`src/rtl/imem_loader.sv`:
```
// -----------------------------------------------------------------------------
// imem_loader
//
// Writer side of the instruction-memory interface. A program arrives as a byte
// stream over a valid/ready handshake:
//   LEN_HI, LEN_LO            word count N, big-endian
//   N x (HI byte, LO byte)    program words
//   CSUM                      XOR of all 2N data bytes
// Each word is written into the single-port instruction RAM at consecutive
// addresses starting at BASE_ADDR. The core stays frozen (cpu_halt=1) until a
// load completes with a matching checksum; fetch then runs from BASE_ADDR.
//
// Ports
//   clk         in   1   system clock, all state on rising edge
//   rst         in   1   asynchronous reset, active-low
//   start       in   1   one-cycle pulse, begins a load (IDLE/DONE/ERR only)
//   byte_valid  in   1   byte_data valid this cycle
//   byte_data   in   8   stream byte
//   byte_ready  out  1   loader accepts a byte this cycle (registered)
//   mem_addr    out  16  RAM write address, zero-extended from ADDR_W bits
//   mem_data    out  16  RAM write data
//   mem_wren    out  1   RAM write enable, one cycle per word
//   cpu_halt    out  1   1 = core frozen
//   load_done   out  1   1 = last load finished with good checksum
//   load_err    out  1   1 = last load failed
// -----------------------------------------------------------------------------
module imem_loader #(
    parameter int unsigned ADDR_W    = 16,
    parameter int unsigned BASE_ADDR = 0
) (
    input  logic        clk,
    input  logic        rst,
    input  logic        start,
    input  logic        byte_valid,
    input  logic [7:0]  byte_data,
    output logic        byte_ready,
    output logic [15:0] mem_addr,
    output logic [15:0] mem_data,
    output logic        mem_wren,
    output logic        cpu_halt,
    output logic        load_done,
    output logic        load_err
);

    // Number of words that fit between BASE_ADDR and the top of the RAM.
    localparam int unsigned MAX_WORDS = (32'd1 << ADDR_W) - BASE_ADDR;

    typedef enum logic [3:0] {
        S_IDLE,
        S_LEN_HI,
        S_LEN_LO,
        S_DAT_HI,
        S_DAT_LO,
        S_WRITE,
        S_CSUM,
        S_DONE,
        S_ERR
    } state_t;

    state_t             state;
    state_t             next_state;
    logic               xfer;
    logic [15:0]        len_q;
    logic [15:0]        len_next;
    logic [7:0]         word_hi;
    logic [7:0]         csum_q;
    logic [15:0]        wcnt;
    logic [ADDR_W-1:0]  addr_cur;

    assign xfer     = byte_valid & byte_ready;
    assign len_next = {len_q[15:8], byte_data};
    assign addr_cur = ADDR_W'(BASE_ADDR) + ADDR_W'(wcnt);

    // Status flags are plain decodes of the state register: DONE and ERR are
    // only left through start (which clears them) or reset.
    assign cpu_halt  = (state != S_DONE);
    assign load_done = (state == S_DONE);
    assign load_err  = (state == S_ERR);

    // NOTE: every output of a combinational block gets a default before the
    // case statement; a path that leaves it unassigned would infer a latch.
    always_comb begin
        next_state = state;
        case (state)
            S_IDLE:   if (start) next_state = S_LEN_HI;
            S_LEN_HI: if (xfer)  next_state = S_LEN_LO;
            S_LEN_LO: begin
                if (xfer) begin
                    if (len_next == 16'd0)
                        next_state = S_CSUM;
                    else if (32'(len_next) > MAX_WORDS)
                        next_state = S_ERR;   // rejected before any write
                    else
                        next_state = S_DAT_HI;
                end
            end
            S_DAT_HI: if (xfer) next_state = S_DAT_LO;
            S_DAT_LO: if (xfer) next_state = S_WRITE;
            S_WRITE:  next_state = (wcnt + 16'd1 == len_q) ? S_CSUM : S_DAT_HI;
            S_CSUM: begin
                if (xfer) next_state = (byte_data == csum_q) ? S_DONE : S_ERR;
            end
            S_DONE:   if (start) next_state = S_LEN_HI;
            S_ERR:    if (start) next_state = S_LEN_HI;
            default:  next_state = S_IDLE;
        endcase
    end

    // NOTE: state is updated with non-blocking assignments so every flop
    // samples the pre-edge values regardless of statement order.
    always_ff @(posedge clk or negedge rst) begin
        if (!rst) begin
            state      <= S_IDLE;
            byte_ready <= 1'b0;
            mem_wren   <= 1'b0;
            mem_addr   <= 16'(BASE_ADDR);
            mem_data   <= 16'd0;
            len_q      <= 16'd0;
            word_hi    <= 8'd0;
            csum_q     <= 8'd0;
            wcnt       <= 16'd0;
        end else begin
            state <= next_state;
            // Registered from the next state so it lines up with the state
            // that will be current when the byte is sampled.
            byte_ready <= next_state inside {S_LEN_HI, S_LEN_LO, S_DAT_HI,
                                             S_DAT_LO, S_CSUM};
            mem_wren   <= 1'b0;

            case (state)
                S_IDLE, S_DONE, S_ERR: begin
                    if (start) begin
                        len_q  <= 16'd0;
                        csum_q <= 8'd0;
                        wcnt   <= 16'd0;
                    end
                end
                S_LEN_HI: if (xfer) len_q[15:8] <= byte_data;
                S_LEN_LO: if (xfer) len_q[7:0]  <= byte_data;
                S_DAT_HI: begin
                    if (xfer) begin
                        word_hi <= byte_data;
                        csum_q  <= csum_q ^ byte_data;
                    end
                end
                S_DAT_LO: begin
                    // Write strobe, address and data are registered here so
                    // they are all present during the single WRITE cycle and
                    // address/data hold afterwards.
                    if (xfer) begin
                        mem_wren <= 1'b1;
                        mem_data <= {word_hi, byte_data};
                        mem_addr <= 16'(addr_cur);
                        csum_q   <= csum_q ^ byte_data;
                    end
                end
                S_WRITE: wcnt <= wcnt + 16'd1;
                default: ;
            endcase
        end
    end

endmodule
```
`config.mk`:
```
export PLATFORM = sky130hd
export DESIGN_NAME = imem_loader
export DESIGN_NICKNAME = d
export VERILOG_FILES = /design/src/rtl/imem_loader.sv
export SDC_FILE = /design/constraint.sdc
export NUM_CORES = 1
export LEC_CHECK = 0
export ABC_CLOCK_PERIOD_IN_PS = 3540
export CAP_MARGIN = 20
export CORE_UTILIZATION = 45
export CTS_CLUSTER_DIAMETER = 50
export DETAILED_ROUTE_END_ITERATION = 8
export PLACE_DENSITY = 0.72
export SYNTH_ARGS = -nofsm -noshare
export SYNTH_HDL_FRONTEND = slang
export SYNTH_SLANG_ARGS = --single-unit
```
`constraint.sdc`:
```
create_clock -name clk -period 3.54 [get_ports clk]
set_clock_uncertainty 0.1 [all_clocks]
set_input_delay 0.354 -clock clk [delete_from_list [all_inputs] [get_ports clk]]
set_output_delay 0.354 -clock clk [all_outputs]
set_load 0.05 [all_outputs]
```
Yosys cells after proc, flatten, opt, wreduce, memory -nomap -nowiden
Index checks and enable logic that the tools add are counted.
{"block": "word_totals", "register_bits": 86, "inputBits": 12, "out_inout_bits": 37, "wordCells": 68}
{"block": "op_classes", "addsub": 1, "eq_ne": 20, "muxes": 20, "bitwise": 2, "reduce_logical": 15}
{"op": "$pmux W8 S2", "count": 3}
{"op": "$pmux W16 S2", "count": 1}
{"op": "$mux W4", "count": 7}
{"op": "$pmux W4 S7", "count": 1}
{"op": "$eq A4 B3 Y1 const B", "count": 6}
{"op": "$mux W8", "count": 3}
{"op": "$add A16 B1 Y16 const B", "count": 1}
{"op": "$eq A16 B16 Y1", "count": 1}
{"op": "$eq A4 B2 Y1 const B", "count": 4}
{"op": "$logic_not A16 Y1", "count": 1}
{"op": "$mux W16", "count": 1}
{"op": "$reduce_and A3 Y1", "count": 3}
{"op": "$eq A4 B1 Y1 const B", "count": 2}
{"op": "$eq A8 B8 Y1", "count": 1}
{"op": "$reduce_bool A2 Y1", "count": 4}
{"op": "$xor A8 B8 Y8", "count": 1}
{"op": "$mux W3", "count": 2}
{"op": "$reduce_and A2 Y1", "count": 3}
{"op": "$reduce_bool A5 Y1", "count": 1}
{"op": "$eq A4 B4 Y1 const B", "count": 1}
{"op": "$logic_not A4 Y1", "count": 1}
{"op": "$ne A2 B1 Y1 const B", "count": 2}
{"op": "$ne A2 B2 Y1 const B", "count": 2}
{"op": "$ne A4 B3 Y1 const B", "count": 1}
{"op": "4 further kinds", "count": 5}

Logic depth before layout (Yosys ltp)
Gate-level depths: netlist of run 1.
{"block": "depth", "word_depth": 6, "ltp_mapped": 8, "mapped_depth_nobuf": 7}

Least setup slack after synthesis of run 1
OpenSTA, ideal clock, no wires.
{"block": "synth_path", "path_type": "reg2reg", "startpoint": "register wcnt[0]", "endpoint": "register state[0]", "setup_ps": 118, "arrival_ps": 2099, "t_required_ps": 3322, "setup_slack_ps": 1223, "stages_incl_launch_ff": 8, "n_path_buf": 0, "period_less_slack_ps": 2317, "cell_sequence": "dfrtp_1 > ha_1 > nand4_1 > or4_4 > xnor2_1 > a2111oi_1 > nand4_1 > a21o_1"}
{"block": "synth_between", "elab_chain_len": 4}
{"element": "start: declaration", "line": "67", "rtl": "logic [15:0] wcnt;"}
{"element": "start signal: assignment", "line": "157", "rtl": "S_WRITE: wcnt <= wcnt + 16'd1;"}
{"element": "$add A16 B1 Y16", "line": "99", "rtl": "S_WRITE: next_state = (wcnt + 16'd1 == len_q) ? S_CSUM : S_DAT_HI;"}
{"element": "$eq A16 B16 Y1", "line": "99"}
{"element": "$mux W3", "line": "99"}
{"element": "$pmux W4 S7", "line": "84", "rtl": "case (state)"}
{"element": "via next_state[0]", "line": "61", "rtl": "state_t next_state;"}
{"element": "end signal: assignment", "line": "123", "rtl": "state <= next_state;"}
{"element": "end: declaration", "line": "60", "rtl": "state_t state;"}
The timed path passes the listed nets, and every way through them passes these cells.
A chain may end at the register's enable or synchronous reset.

Final worst setup path of run 1
{"block": "layout_path", "startpoint": "register state[2]", "endpoint": "output port load_done"}
{"block": "layout_between", "elab_chain_len": 1}
{"element": "$eq A4 B3 Y1", "line": "77", "rtl": "assign load_done = (state == S_DONE);"}
{"element": "end: declaration", "line": "41", "rtl": "output logic load_done,"}
No other way between the ends.

==> flow_summary.toml, run 1 <==
[critical_path]
reg2reg_from = "wcnt[0]"
reg2reg_setup_slack_ns = 0.66
crit_path_start_kind = "flop"
path_class = "reg -> out"
ff2ff_path_depth = 7
r2r-end = "state[0]"
path_max_fanout = 16
cp.arrival_ns = 2.48
crit_path_end_kind = "output port"
cp.required_ns = 3.09

[route]
via_count = 3453
via_per_inst = 5.587
dr.first_iter.drc_count = 183
wl_per_cell_um = 16.10
drc = 0
detail-route-antenna-nets = 0
drt_first_pass_iters = 4
totalWireLength_mm = 9.947

[global_route]
grt_overflow = 0
grt_pass1_vias = 3356
track_usage_pct = 21.22
antenna_found_initial = 0
grt_pass1_wl_mm = 16.70
grt_max_degree = 77

[sta]
rsz0062_at_grt = "no"
hold_viol = 0
relSlewSlack_pct = 37.05
setup_viol = 0
worst_pin_slew_ns = 0.9386
setup_tns_ns = 0
slew_viol_final = 0
fmax_mhz = 340.9
period_minus_slack_ns = 2.933
finalCritPeriodShare_pct = 82.87

[yosys]
synth_area_leaders = "dfrtp_1, mux2_2, o21ai_0"
syn-num-nets = 459
synth.most_common_cell = "dfrtp_1"
ys_top_cells_by_count = "dfrtp_1, nand2_1, o21ai_0, mux2_2, nor2_1"
syn_area_per_cell_um2 = 9.953
synth_edf_count = 0
ys_types = 62
ys_warn_count = 0
ys.flop_type = "dfrtp_1"
ys_async_sr_fraction_pct = 100.0
seq_area_frac_synth_pct = 48.48
yosysTopAreaCellShare_pct = 48.48
syn_inst = 446
synth_area_um2 = 4439
synth_seq_cells = 86
yosysTopAreaCell = "dfrtp_1"

[clocking]
clock_sinks = 86
htreeDepth = 3
cts_buffers = 9
post_cts_buffers = 0
clk_latency_ns = 0.36
cts_tree = "built"
clk_transition_reported_paths_ns = 0.09
cts-root-buf = "clkbuf_8"
cts_hold_buf = 0
cts_max_path_buffers = 2
cts_resized = 0

[floorplanning]
die_h_um = 101.3
core_um2 = 9415
rows = 35
dieWidth_um = 101.3
fp.dieArea_um2 = 10270
ios = 49
initial_utilization_pct = 47.15

[final_layout]
syn_to_final_growth_pct = 17.42
drive_gt1_share_pct = 14.93
final_util_pct = 55.36
final_area_um2 = 5213
diodes = 0
finish.net_count = 497

[placement]
gp_congestion = 0.8552
dpl_cell_area_um2 = 5007
numPortBuffers = 48
hpwl_mm = 6.737

[power_and_ir_drop]
power.leakage_nw = 2.259
pwr_density_cell_nw_per_um2 = 790.3
vdd_ir_drop_max_mv = 0.4960

[min_path]
min_path_type = "in -> async"

[flow_run]
drv_cap = 0

[status]
outcome = "complete, no violations"
## cells in the final DEF, fill, tap and decap left out, types with 12 or more instances in the layout
| cell | instances |
|---|---|
| dfrtp_1 | 86 |
| nand2_1 | 60 |
| o21ai_0 | 48 |
| clkdlybuf4s50_1 | 47 |
| mux2_2 | 32 |
| nor2_1 | 22 |
| nand3_1 | 16 |
| inv_1 | 15 |
| xnor2_1 | 15 |
| xor2_1 | 15 |
| a21oi_1 | 12 |
## power by group
| part | internal [mW] | switching (mW) |
|---|---|---|
| registers | 1.30 | 0.309 |
| logic | 0.714 | 1.08 |
| clock network | 0.349 | 0.369 |
| total | 2.36 | 1.76 |
## flip-flops by register name, indices dropped and copies added (netlist names)
signal      count
mem_data       16
state           4
byte_ready      1
len_q          16
mem_addr       16
word_hi         8
csum_q          8
mem_wren        1
wcnt           16
## cell families (layout without fill, tap and decap cells)
kind of cell,after synthesis,in the layout,share of synthesized area (%)
AO/OA/AOI/OAI,99,99,14.18
XOR/XNOR,30,30,5.919
adder cells (fa/ha/maj),1,1,0.2818
buffers and inverters,46,89,4.481
flip-flops,86,86,48.48
multiplexers,33,33,8.343
AND/OR/NAND/NOR,151,151,18.32
## per-layer routing
layer  GRT usage [%]  part of all wire, %  vias up
met5               0                    0        -
met4           8.696                  1.7        0
met3           4.210                  4.6       16
met2           33.12                   48       86
met1           29.01                   46     1695
li1                -                    -     1656
## critical path: stages (launching register included)
cell and delay, ns:
dfrtp_1 0.69, nor2b_1 0.36, nand3_1 0.19, inv_1 0.09, clkdlybuf4s50_1 0.79
## how the worst max path moves through the flow
stage	slack, ns	startpoint	cells past startpoint	end
2_1_floorplan	1.22	wcnt[0]	7	state[0]
3_3_place_gp	0.70	wcnt[0]	7	state[0]
3_5_place_dp	0.66	wcnt[0]	7	state[0]
4_1_cts	0.60	state[2]	4	load_done
5_1_grt	0.46	state[2]	4	load_done
6_report	0.61	state[2]	4	load_done
## through the flow
stage / std cells / setup slack, ns / hold WS [ns] / total power [mW]
floorplan: 446 / 1.223 / -0.04159 / 2.874
global placement: 602 / 0.7017 / 0.3436 / 3.374
detailed placement: 602 / 0.6597 / 0.3560 / 3.410
CTS: 618 / 0.5956 / 0.06550 / 4.140
global route: 618 / 0.4574 / 0.1035 / 4.366
finish: 618 / 0.6066 / 0.02865 / 4.119
## cell type report
type / instances / area, um2
Tap cell: 129 / 161.4
Clock inverter: 6 / 67.56
Sequential cell: 86 / 2152
Timing Repair Buffer: 57 / 545.5
Fill cell: 873 / 4203
Multi-Input combinational cell: 314 / 2088
Clock buffer: 10 / 137.6
Inverter: 16 / 60.06
Note: power is estimated with default switching activity, not from simulation.
==> run 2: changes to the inputs <==
--- a/config.mk
+++ b/config.mk
@@ -5,7 +5,7 @@
 export SDC_FILE = /design/constraint.sdc
 export NUM_CORES = 1
 export LEC_CHECK = 0
-export ABC_CLOCK_PERIOD_IN_PS = 3540
+export ABC_CLOCK_PERIOD_IN_PS = 2950
 export CAP_MARGIN = 20
 export CORE_UTILIZATION = 45
 export CTS_CLUSTER_DIAMETER = 50
==> constraint.sdc (replaced) <==
create_clock -name clk -period 2.95 [get_ports clk]
set_clock_uncertainty 0.1 [all_clocks]
set_input_delay 0.295 -clock clk [delete_from_list [all_inputs] [get_ports clk]]
set_output_delay 0.295 -clock clk [all_outputs]
set_load 0.05 [all_outputs]
==> run 2 against run 1 <==
  * Register-to-register slack worse by 0.42 ns
  * Critical path depth unchanged
  * Sequential share of layout area down 0.46 points
  * Routed wire length up 0.84%
  * Via count up 1.7%
  * Cell area up 1.2%
  * Non-clock buffer count up 5
  * Global-route usage up 0.22 points
  * Clock power up 16%
  * Clock-buffer cell count down 1
  * Cell count up 0.81%
  * Critical endpoint unchanged
==> flow_summary.toml, run 2 (synthesis results as in run 1) <==
[status]
outcome = "complete, no violations"

[final_layout]
fillerInstances = 845
syn_to_final_growth_pct = 18.80
finish.net_count = 502
final_common_cell = "dfrtp_1"
drive_gt1_share_pct = 15.99
instances_no_fill = 623
most-common-layout-cells = "dfrtp_1, nand2_1, o21ai_0, clkdlybuf4s50_1, mux2_2"
diodes = 0

[clocking]
cts-root-buf = "clkbuf_8"
clk_latency_ns = 0.36
post_cts_buffers = 0
htreeDepth = 3
clock_sinks = 86
cts_max_path_buffers = 2
cts_buffers = 9
clk_transition_reported_paths_ns = 0.10
cts_tree = "built"

[floorplanning]
die_h_um = 101.3
ios = 49
dieWidth_um = 101.3
initial_utilization_pct = 47.15
core_um2 = 9415
fp.dieArea_um2 = 10270
rows = 35

[route]
totalWireLength_mm = 10.03
drt_first_pass_iters = 5
drc = 0
dr.first_iter.drc_count = 185
detail-route-antenna-nets = 0
wl_per_cell_um = 16.10
via_count = 3511
via_per_inst = 5.636

[sta]
period_minus_slack_ns = 2.714
relSlewSlack_pct = 54.87
hold_viol = 0
worst_pin_slew_ns = 0.6714
slew_viol_final = 0
fmax_mhz = 368.5
finalCritPeriodShare_pct = 91.99
rsz0062_at_grt = "no"
setup_tns_ns = 0
setup_viol = 0

[flow_run]
drv_cap = 0

[critical_path]
reg2reg_from = "wcnt[0]"
path_class = "reg -> out"
cp.required_ns = 2.56
reg2reg_setup_slack_ns = 0.24
cp.arrival_ns = 2.32
path_max_fanout = 16
r2r-end = "state[0]"
crit_path_end_kind = "output port"
crit_path_start_kind = "flop"
ff2ff_path_depth = 7

[global_route]
use_met1_pct = 28.46
busiest_layer = "met2"
grt_max_degree = 87
met3_usage_pct = 5.314
antenna_found_initial = 0
use_met2_pct = 34.12
grt_pass1_vias = 3486
grt_overflow = 0
track_usage_pct = 21.44
grt_pass1_wl_mm = 17.00

[placement]
numPortBuffers = 48
placed_cells = 605
gp_congestion = 0.9209
hpwl_mm = 6.878

[power_and_ir_drop]
pwr_density_cell_nw_per_um2 = 938.8
vdd_ir_drop_max_mv = 0.5625
power_mw = 4.951
power.leakage_nw = 2.296

[min_path]
min_path_type = "in -> async"
-- run 2: cell count changes in the layout (fill, tap and decap cells not counted), moves of 2 or more --
cell	before	now
inv_8	0	3
buf_4	10	13
clkinvlp_4	2	0
clkinv_4	0	3
inv_6	2	0
-- run 2: cell type report --
class	instances	area, um2	share of cell area (%)
Timing Repair Buffer	62	605.6	11.48
Clock buffer	9	123.9	2.349
Tap cell	129	161.4	3.061
Clock inverter	7	76.32	1.447
Inverter	16	60.06	1.139
Multi-Input combinational cell	314	2093	39.69
Sequential cell	86	2153	40.83
-- run 2: per-stage QoR --
step                hold WS (ns)  instance area (um2)  setup WS (ns)  utilization, %
floorplan                -0.1006                 4439         0.6329               -
global placement          0.3440                 5030         0.4025           53.42
detailed placement        0.3526                 5030         0.2659           53.42
CTS                      0.04234                 5230        0.07928           55.55
global route              0.2948                 5274        0.01301           56.01
finish                    0.2619                 5274         0.2364           56.01
-- run 2: critical path, cell delays in order (launching register included) --
cell and delay, ns:
dfrtp_2 0.56, nor2b_1 0.33, nand3_1 0.18, inv_1 0.09, clkdlybuf4s50_1 0.80
-- run 2: what timing repair did --
item / CTS / global route
endpoints found under the setup margin: 0 / 2
gates resized for setup: 0 / 2
hold buffers: 0 / 1
endpoints found under the hold margin: 0 / 23
-- run 2: how the worst max path moves through the flow --
stage / start / to / cells after the start
2_1_floorplan: wcnt[0] / state[0] / 7
3_3_place_gp: wcnt[0] / state[0] / 7
3_5_place_dp: wcnt[0] / state[0] / 7
4_1_cts: state[2] / load_done / 4
5_1_grt: state[3] / load_done / 4
6_report: state[2] / load_done / 4
-- run 2: per-layer routing --
metal | wire (um) | vias to the layer above
met5 | 0 | -
met4 | 220 | 0
met3 | 598 | 22
met2 | 4696 | 132
met1 | 4515 | 1678
li1 | - | 1679
-- run 2: where the power goes --
| part | internal (mW) | switching [mW] | total [mW] | leakage, nW |
|---|---|---|---|---|
| clock | 0.335 | 0.497 | 0.832 | 0.102 |
| sequential | 1.56 | 0.370 | 1.93 | 1.15 |
| combinational | 0.877 | 1.31 | 2.19 | 1.05 |
